### src/rtl/axi_cfg_pkg.sv
// Shared definitions for the AXI config read/write bridges: burst and
// response encodings plus the bridge FSM state encoding.
package axi_cfg_pkg;

   localparam logic [1:0] BURST_FIXED = 2'b00;
   localparam logic [1:0] BURST_INCR  = 2'b01;
   localparam logic [1:0] BURST_WRAP  = 2'b10;

   localparam logic [1:0] RESP_OKAY   = 2'b00;
   localparam logic [1:0] RESP_SLVERR = 2'b10;

   typedef enum logic [1:0] {
      ST_IDLE = 2'd0,
      ST_DATA = 2'd1,
      ST_RESP = 2'd2
   } cfg_state_t;

endpackage

### src/rtl/axi_config_wr.sv
// AXI4 write slave turning one AW/W burst at a time into single-cycle register
// write strobes; all outputs registered, one beat per cycle, B after the last beat.
module axi_config_wr
   import axi_cfg_pkg::*;
#(
   parameter int ADDR_WIDTH   = 32,
   parameter int DATA_WIDTH   = 32,
   parameter int STRB_WIDTH   = DATA_WIDTH / 8,
   parameter int ID_WIDTH     = 8,
   parameter int AWUSER_WIDTH = 1,
   parameter int BUSER_WIDTH  = 1
) (
   input  logic                    clk,
   input  logic                    rst,
   input  logic [ID_WIDTH-1:0]     s_axi_awid,
   input  logic [ADDR_WIDTH-1:0]   s_axi_awaddr,
   input  logic [7:0]              s_axi_awlen,
   input  logic [2:0]              s_axi_awsize,
   input  logic [1:0]              s_axi_awburst,
   input  logic                    s_axi_awlock,
   input  logic [3:0]              s_axi_awcache,
   input  logic [2:0]              s_axi_awprot,
   input  logic [3:0]              s_axi_awqos,
   input  logic [3:0]              s_axi_awregion,
   input  logic [AWUSER_WIDTH-1:0] s_axi_awuser,
   input  logic                    s_axi_awvalid,
   output logic                    s_axi_awready,
   input  logic [DATA_WIDTH-1:0]   s_axi_wdata,
   input  logic [STRB_WIDTH-1:0]   s_axi_wstrb,
   input  logic                    s_axi_wlast,
   input  logic                    s_axi_wvalid,
   output logic                    s_axi_wready,
   output logic [ID_WIDTH-1:0]     s_axi_bid,
   output logic [1:0]              s_axi_bresp,
   output logic [BUSER_WIDTH-1:0]  s_axi_buser,
   output logic                    s_axi_bvalid,
   input  logic                    s_axi_bready,
   output logic                    wr,
   output logic [ADDR_WIDTH-1:0]   waddr,
   output logic [DATA_WIDTH-1:0]   wdata,
   output logic [STRB_WIDTH-1:0]   wstrb
);

   cfg_state_t              r_state,   w_state_nxt;
   logic                    r_awready, w_awready_nxt;
   logic                    r_wready,  w_wready_nxt;
   logic                    r_bvalid,  w_bvalid_nxt;
   logic [ID_WIDTH-1:0]     r_bid,     w_bid_nxt;
   logic [1:0]              r_bresp,   w_bresp_nxt;
   logic                    r_wr,      w_wr_nxt;
   logic [ADDR_WIDTH-1:0]   r_waddr,   w_waddr_nxt;
   logic [DATA_WIDTH-1:0]   r_wdata,   w_wdata_nxt;
   logic [STRB_WIDTH-1:0]   r_wstrb,   w_wstrb_nxt;
   logic [ID_WIDTH-1:0]     r_id,      w_id_nxt;
   logic [ADDR_WIDTH-1:0]   r_addr,    w_addr_nxt;
   logic [7:0]              r_len,     w_len_nxt;
   logic [1:0]              r_burst,   w_burst_nxt;
   logic [7:0]              r_cnt,     w_cnt_nxt;
   logic                    r_err,     w_err_nxt;

   logic w_final;
   logic w_beat_err;
   logic w_unused_ok;

   // Beat count alone decides the end of the burst; wlast is only cross-checked.
   assign w_final    = (r_cnt == r_len);
   assign w_beat_err = (s_axi_wlast != w_final);

   assign w_unused_ok = ^{s_axi_awsize, s_axi_awlock, s_axi_awcache, s_axi_awprot,
                          s_axi_awqos, s_axi_awregion, s_axi_awuser};

   always_ff @(posedge clk) begin
      if (rst) begin
         r_state   <= ST_IDLE;
         r_awready <= 1'b0;
         r_wready  <= 1'b0;
         r_bvalid  <= 1'b0;
         r_bid     <= '0;
         r_bresp   <= '0;
         r_wr      <= 1'b0;
         r_waddr   <= '0;
         r_wdata   <= '0;
         r_wstrb   <= '0;
         r_id      <= '0;
         r_addr    <= '0;
         r_len     <= '0;
         r_burst   <= '0;
         r_cnt     <= '0;
         r_err     <= 1'b0;
      end else begin
         r_state   <= w_state_nxt;
         r_awready <= w_awready_nxt;
         r_wready  <= w_wready_nxt;
         r_bvalid  <= w_bvalid_nxt;
         r_bid     <= w_bid_nxt;
         r_bresp   <= w_bresp_nxt;
         r_wr      <= w_wr_nxt;
         r_waddr   <= w_waddr_nxt;
         r_wdata   <= w_wdata_nxt;
         r_wstrb   <= w_wstrb_nxt;
         r_id      <= w_id_nxt;
         r_addr    <= w_addr_nxt;
         r_len     <= w_len_nxt;
         r_burst   <= w_burst_nxt;
         r_cnt     <= w_cnt_nxt;
         r_err     <= w_err_nxt;
      end
   end

   always_comb begin
      w_state_nxt   = r_state;
      w_awready_nxt = r_awready;
      w_wready_nxt  = r_wready;
      w_bvalid_nxt  = r_bvalid;
      w_bid_nxt     = r_bid;
      w_bresp_nxt   = r_bresp;
      w_wr_nxt      = 1'b0;
      w_waddr_nxt   = r_waddr;
      w_wdata_nxt   = r_wdata;
      w_wstrb_nxt   = r_wstrb;
      w_id_nxt      = r_id;
      w_addr_nxt    = r_addr;
      w_len_nxt     = r_len;
      w_burst_nxt   = r_burst;
      w_cnt_nxt     = r_cnt;
      w_err_nxt     = r_err;

      case (r_state)
         ST_IDLE: begin
            // awready comes up one cycle after reset or after the B handshake.
            w_awready_nxt = 1'b1;
            w_wready_nxt  = 1'b0;
            w_bvalid_nxt  = 1'b0;
            if (s_axi_awvalid && r_awready) begin
               w_id_nxt      = s_axi_awid;
               w_addr_nxt    = s_axi_awaddr;
               w_len_nxt     = s_axi_awlen;
               w_burst_nxt   = s_axi_awburst;
               w_cnt_nxt     = '0;
               w_err_nxt     = 1'b0;
               w_awready_nxt = 1'b0;
               w_wready_nxt  = 1'b1;
               w_state_nxt   = ST_DATA;
            end
         end
         ST_DATA: begin
            if (s_axi_wvalid && r_wready) begin
               w_wr_nxt    = 1'b1;
               w_waddr_nxt = r_addr;
               w_wdata_nxt = s_axi_wdata;
               w_wstrb_nxt = s_axi_wstrb;
               w_err_nxt   = r_err | w_beat_err;
               if (r_burst != BURST_FIXED)
                  w_addr_nxt = r_addr + ADDR_WIDTH'(STRB_WIDTH);
               if (w_final) begin
                  w_wready_nxt = 1'b0;
                  w_bvalid_nxt = 1'b1;
                  w_bid_nxt    = r_id;
                  w_bresp_nxt  = (r_err | w_beat_err) ? RESP_SLVERR : RESP_OKAY;
                  w_state_nxt  = ST_RESP;
               end else begin
                  w_cnt_nxt = r_cnt + 8'd1;
               end
            end
         end
         ST_RESP: begin
            if (s_axi_bready) begin
               w_bvalid_nxt  = 1'b0;
               w_awready_nxt = 1'b1;
               w_state_nxt   = ST_IDLE;
            end
         end
         default: begin
            w_state_nxt   = ST_IDLE;
            w_awready_nxt = 1'b0;
            w_wready_nxt  = 1'b0;
            w_bvalid_nxt  = 1'b0;
         end
      endcase
   end

   assign s_axi_awready = r_awready;
   assign s_axi_wready  = r_wready;
   assign s_axi_bvalid  = r_bvalid;
   assign s_axi_bid     = r_bid;
   assign s_axi_bresp   = r_bresp;
   assign s_axi_buser   = '0;
   assign wr            = r_wr;
   assign waddr         = r_waddr;
   assign wdata         = r_wdata;
   assign wstrb         = r_wstrb;

endmodule

### config.mk
export PLATFORM = sky130hd
export DESIGN_NAME = axi_config_wr
export DESIGN_NICKNAME = d
export VERILOG_FILES = /design/src/rtl/axi_cfg_pkg.sv /design/src/rtl/axi_config_wr.sv
export SDC_FILE = /design/constraint.sdc
export NUM_CORES = 1
export LEC_CHECK = 0
export CELL_PAD_IN_SITES_DETAIL_PLACEMENT = 0
export CELL_PAD_IN_SITES_GLOBAL_PLACEMENT = 2
export CORE_UTILIZATION = 26
export CTS_CLUSTER_DIAMETER = 40
export CTS_CLUSTER_SIZE = 28
export DETAILED_ROUTE_END_ITERATION = 8
export PLACE_DENSITY = 0.84
export SLEW_MARGIN = 20
export SYNTH_ARGS = -nofsm -noshare
export SYNTH_HDL_FRONTEND = slang
export SYNTH_SLANG_ARGS = --single-unit
### constraint.sdc
create_clock -name clk -period 2.17 [get_ports clk]
set_clock_uncertainty 0.05 [all_clocks]
set_input_delay 0.434 -clock clk [delete_from_list [all_inputs] [get_ports clk]]
set_output_delay 0.434 -clock clk [all_outputs]
set_load 0.01 [all_outputs]
==> flow_metrics.py <==
metrics = {
    "clocking": {
        "cts_tree": "built",
        "post_cts_buffers": 0,
        "clk_path_buf_depth": 2,
        "root_buffer": "clkbuf_16",
        "clock_latency_ps": 410,
        "clk_pin_slew_ps": 60,
        "ctsResizeCount": 0,
        "htree_num_levels": 4,
        "numCtsBuffers": 17,
        "cts.sinks": 142,
        "ctsHoldBuffers": 0,
    },
    "placed_design": {
        "hpwl_microns": 13800,
        "place_congestion": 0.787,
        "portBuffers": 172,
    },
    "finish": {
        "multi_input_area_sq_um": 3010,
        "layout_commonest_cell": "nand2_1",
        "final_cell_mix": "nand2_1 (224), clkdlybuf4s50_1 (171), dfxtp_1 (141)",
        "regArea_sq_um": 2840,
        "nNetsFinal": 1092,
        "final.fill_count": 2418,
        "drive_gt1_frac": 0.107,
        "syn_to_final_growth_pct": 48.8,
    },
    "critical_path": {
        "cp_max_fo": 6,
        "cp_data_required_time_ps": 2420,
        "crit_path_start": "r_addr[14]",
        "path_class": "register to register",
        "start_kind": "register",
        "end_kind": "register",
        "r2r_slack_ps": 180,
        "worstPathArrival_ps": 2240,
        "reg2reg_from": "r_addr[14]",
        "crit_path_end": "r_addr[29]",
        "r2r_end": "r_addr[29]",
        "r2r_cells": 5,
    },
    "route": {
        "drc": 0,
        "avgViaCountPerCell": 4.62,
        "drt_iter0_drc": 319,
        "finalWirelength_microns": 19800,
        "avgRoutedWirePerCell_microns": 15.2,
        "drtAntennaViolNets": 0,
        "dr.pass1.iters": 4,
        "num_vias": 6021,
    },
    "logic_synthesis": {
        "synth_async_sr_flop_share": 0,
        "synth-seq-cells": 142,
        "netlist_area_sq_um": 6110,
        "syn_area_per_cell_sq_um": 7.71,
        "synth.distinct_cells": 59,
        "yosysWarnings": 0,
        "ys_dominant_reg_cell": "dfxtp_1",
        "synth_edf_count": 0,
        "synth_cells": 793,
        "seq_area_frac_synth": 0.465,
    },
    "floorplanning": {
        "die_height_microns": 155,
        "core_area_sq_um": 22800,
        "pin_count": 195,
        "initial_core_util": 0.268,
        "die_x_microns": 155,
        "die_area_sq_um": 24100,
        "num_rows": 55,
    },
    "pwr": {
        "powerDensity_nw_per_um2": 718,
        "totalPowerFinal_mw": 6.54,
        "ir_drop_mv": 0.431,
        "p_leak_nw": 3.12,
    },
    "sta": {
        "timing.setup.tns_ps": 0,
        "max_freq_mhz": 503,
        "setup_viol": 0,
        "hold_viol_final": 0,
        "period_share": 0.917,
        "slew_headroom": 0.521,
        "report.final.slew_viol_count": 0,
        "worst_pin_slew_ps": 718,
        "rsz0062_at_grt": "false",
        "period_needed_ps": 1990,
    },
    "global_routing": {
        "grt_pass1_wl_microns": 31700,
        "grt_use_total": 0.168,
        "antenna_found_initial": 0,
        "grt_max_degree": 64,
        "grt_pass1_vias": 5826,
        "overflow": 0,
    },
    "flow_run": {
        "cap_violations": 0,
    },
    "run_status": {
        "status": "finished clean",
    },
    "hold_path": {
        "hp-class": "input pin to register",
    },
}
-- cells in the mapped netlist, drive strengths merged, types with 5 or more instances --
library cell	instances	share of area
a21oi	125	0.10
a31oi	13	0.013
a32o	5	0.0082
and3	7	0.0072
buf	21	0.017
clkbuf	44	0.027
dfxtp	142	0.46
inv	7	0.0043
nand2	225	0.14
nand3	19	0.016
nand4	15	0.018
nor2	33	0.020
nor3	13	0.011
nor4	12	0.016
o21ai	25	0.020
o31ai	7	0.0086
or3	6	0.0061
xnor2	12	0.017
-- kinds of logic (layout without fill, tap and decap cells) --
kind of cell               count (synthesis)  in the layout  share of synthesized area
xor gates and xnor gates                  12             12                     0.0172
buffers and inverters                     72            268                     0.0479
adders and majority gates                  2              2                    0.00409
and+or+nand+nor                          352            352                      0.262
muxes                                      1              1                    0.00164
AOI/OAI and AO/OA                        211            211                      0.202
other                                      1              3                   0.000613
DFF                                      142            142                      0.465
-- metrics by stage --
stage | instances | setup WS (ps) | hold WS, ps | instance area (sq um) | utilization
after floorplan | 794 | 310 | 382 | 6120 | -
after global placement | 1272 | -20.3 | 390 | 8470 | 0.371
after detailed placement | 1272 | -35.5 | 396 | 8470 | 0.371
after CTS | 1303 | 113 | 211 | 9090 | 0.398
after global routing | 1303 | 13.6 | 241 | 9100 | 0.398
final | 1304 | 180 | 237 | 9100 | 0.398
-- registers in the layout (all words and copies together), names as in the netlist, 2 cells and up --
| name | cells |
|---|---|
| r_addr | 32 |
| waddr | 32 |
| wdata | 32 |
| r_cnt | 8 |
| r_id | 8 |
| r_len | 8 |
| s_axi_bid | 8 |
| wstrb | 4 |
| r_burst | 2 |
| r_state | 2 |
-- routing by layer --
metal  GRT usage  share of wire
met5           0              0
met4      0.0425         0.0070
met3      0.0482          0.063
met2       0.256           0.44
met1       0.231           0.49
-- worst min path at each step --
stage                               to  depth (start not counted)  startpoint
after global routing        r_addr[28]                          2         rst
final                       r_burst[1]                          2         rst
after floorplan           s_axi_bid[0]                          2     r_id[0]
after detailed placement     wdata[16]                          2   wdata[16]
after global placement    s_axi_bid[1]                          2     r_id[1]
after CTS                   r_burst[1]                          2         rst
-- power breakdown --
group	leakage (nW)	internal, mW	switching [mW]
clock network	0.306	1.98	1.12
registers	1.15	2.68	0.0642
logic	1.67	0.349	0.346
total	3.12	5.00	1.53
-- worst max-delay path: stages (launching register included) --
cell and delay [ps]:
dfxtp_1 400, nand3_1 150, or4_1 700, nor3b_2 270
nor4_1 70, a211o_1 250
-- area by class of cell --
cell class / instances / area share
Sequential cell: 142 / 0.313
Clock inverter: 11 / 0.0182
Multi-Input combinational cell: 580 / 0.331
Tap cell: 313 / 0.0430
Antenna cell: 1 / 0.000275
Clock buffer: 20 / 0.0502
Timing Repair Buffer: 230 / 0.242
Inverter: 7 / 0.00289
(Power assumes the default switching activity.)
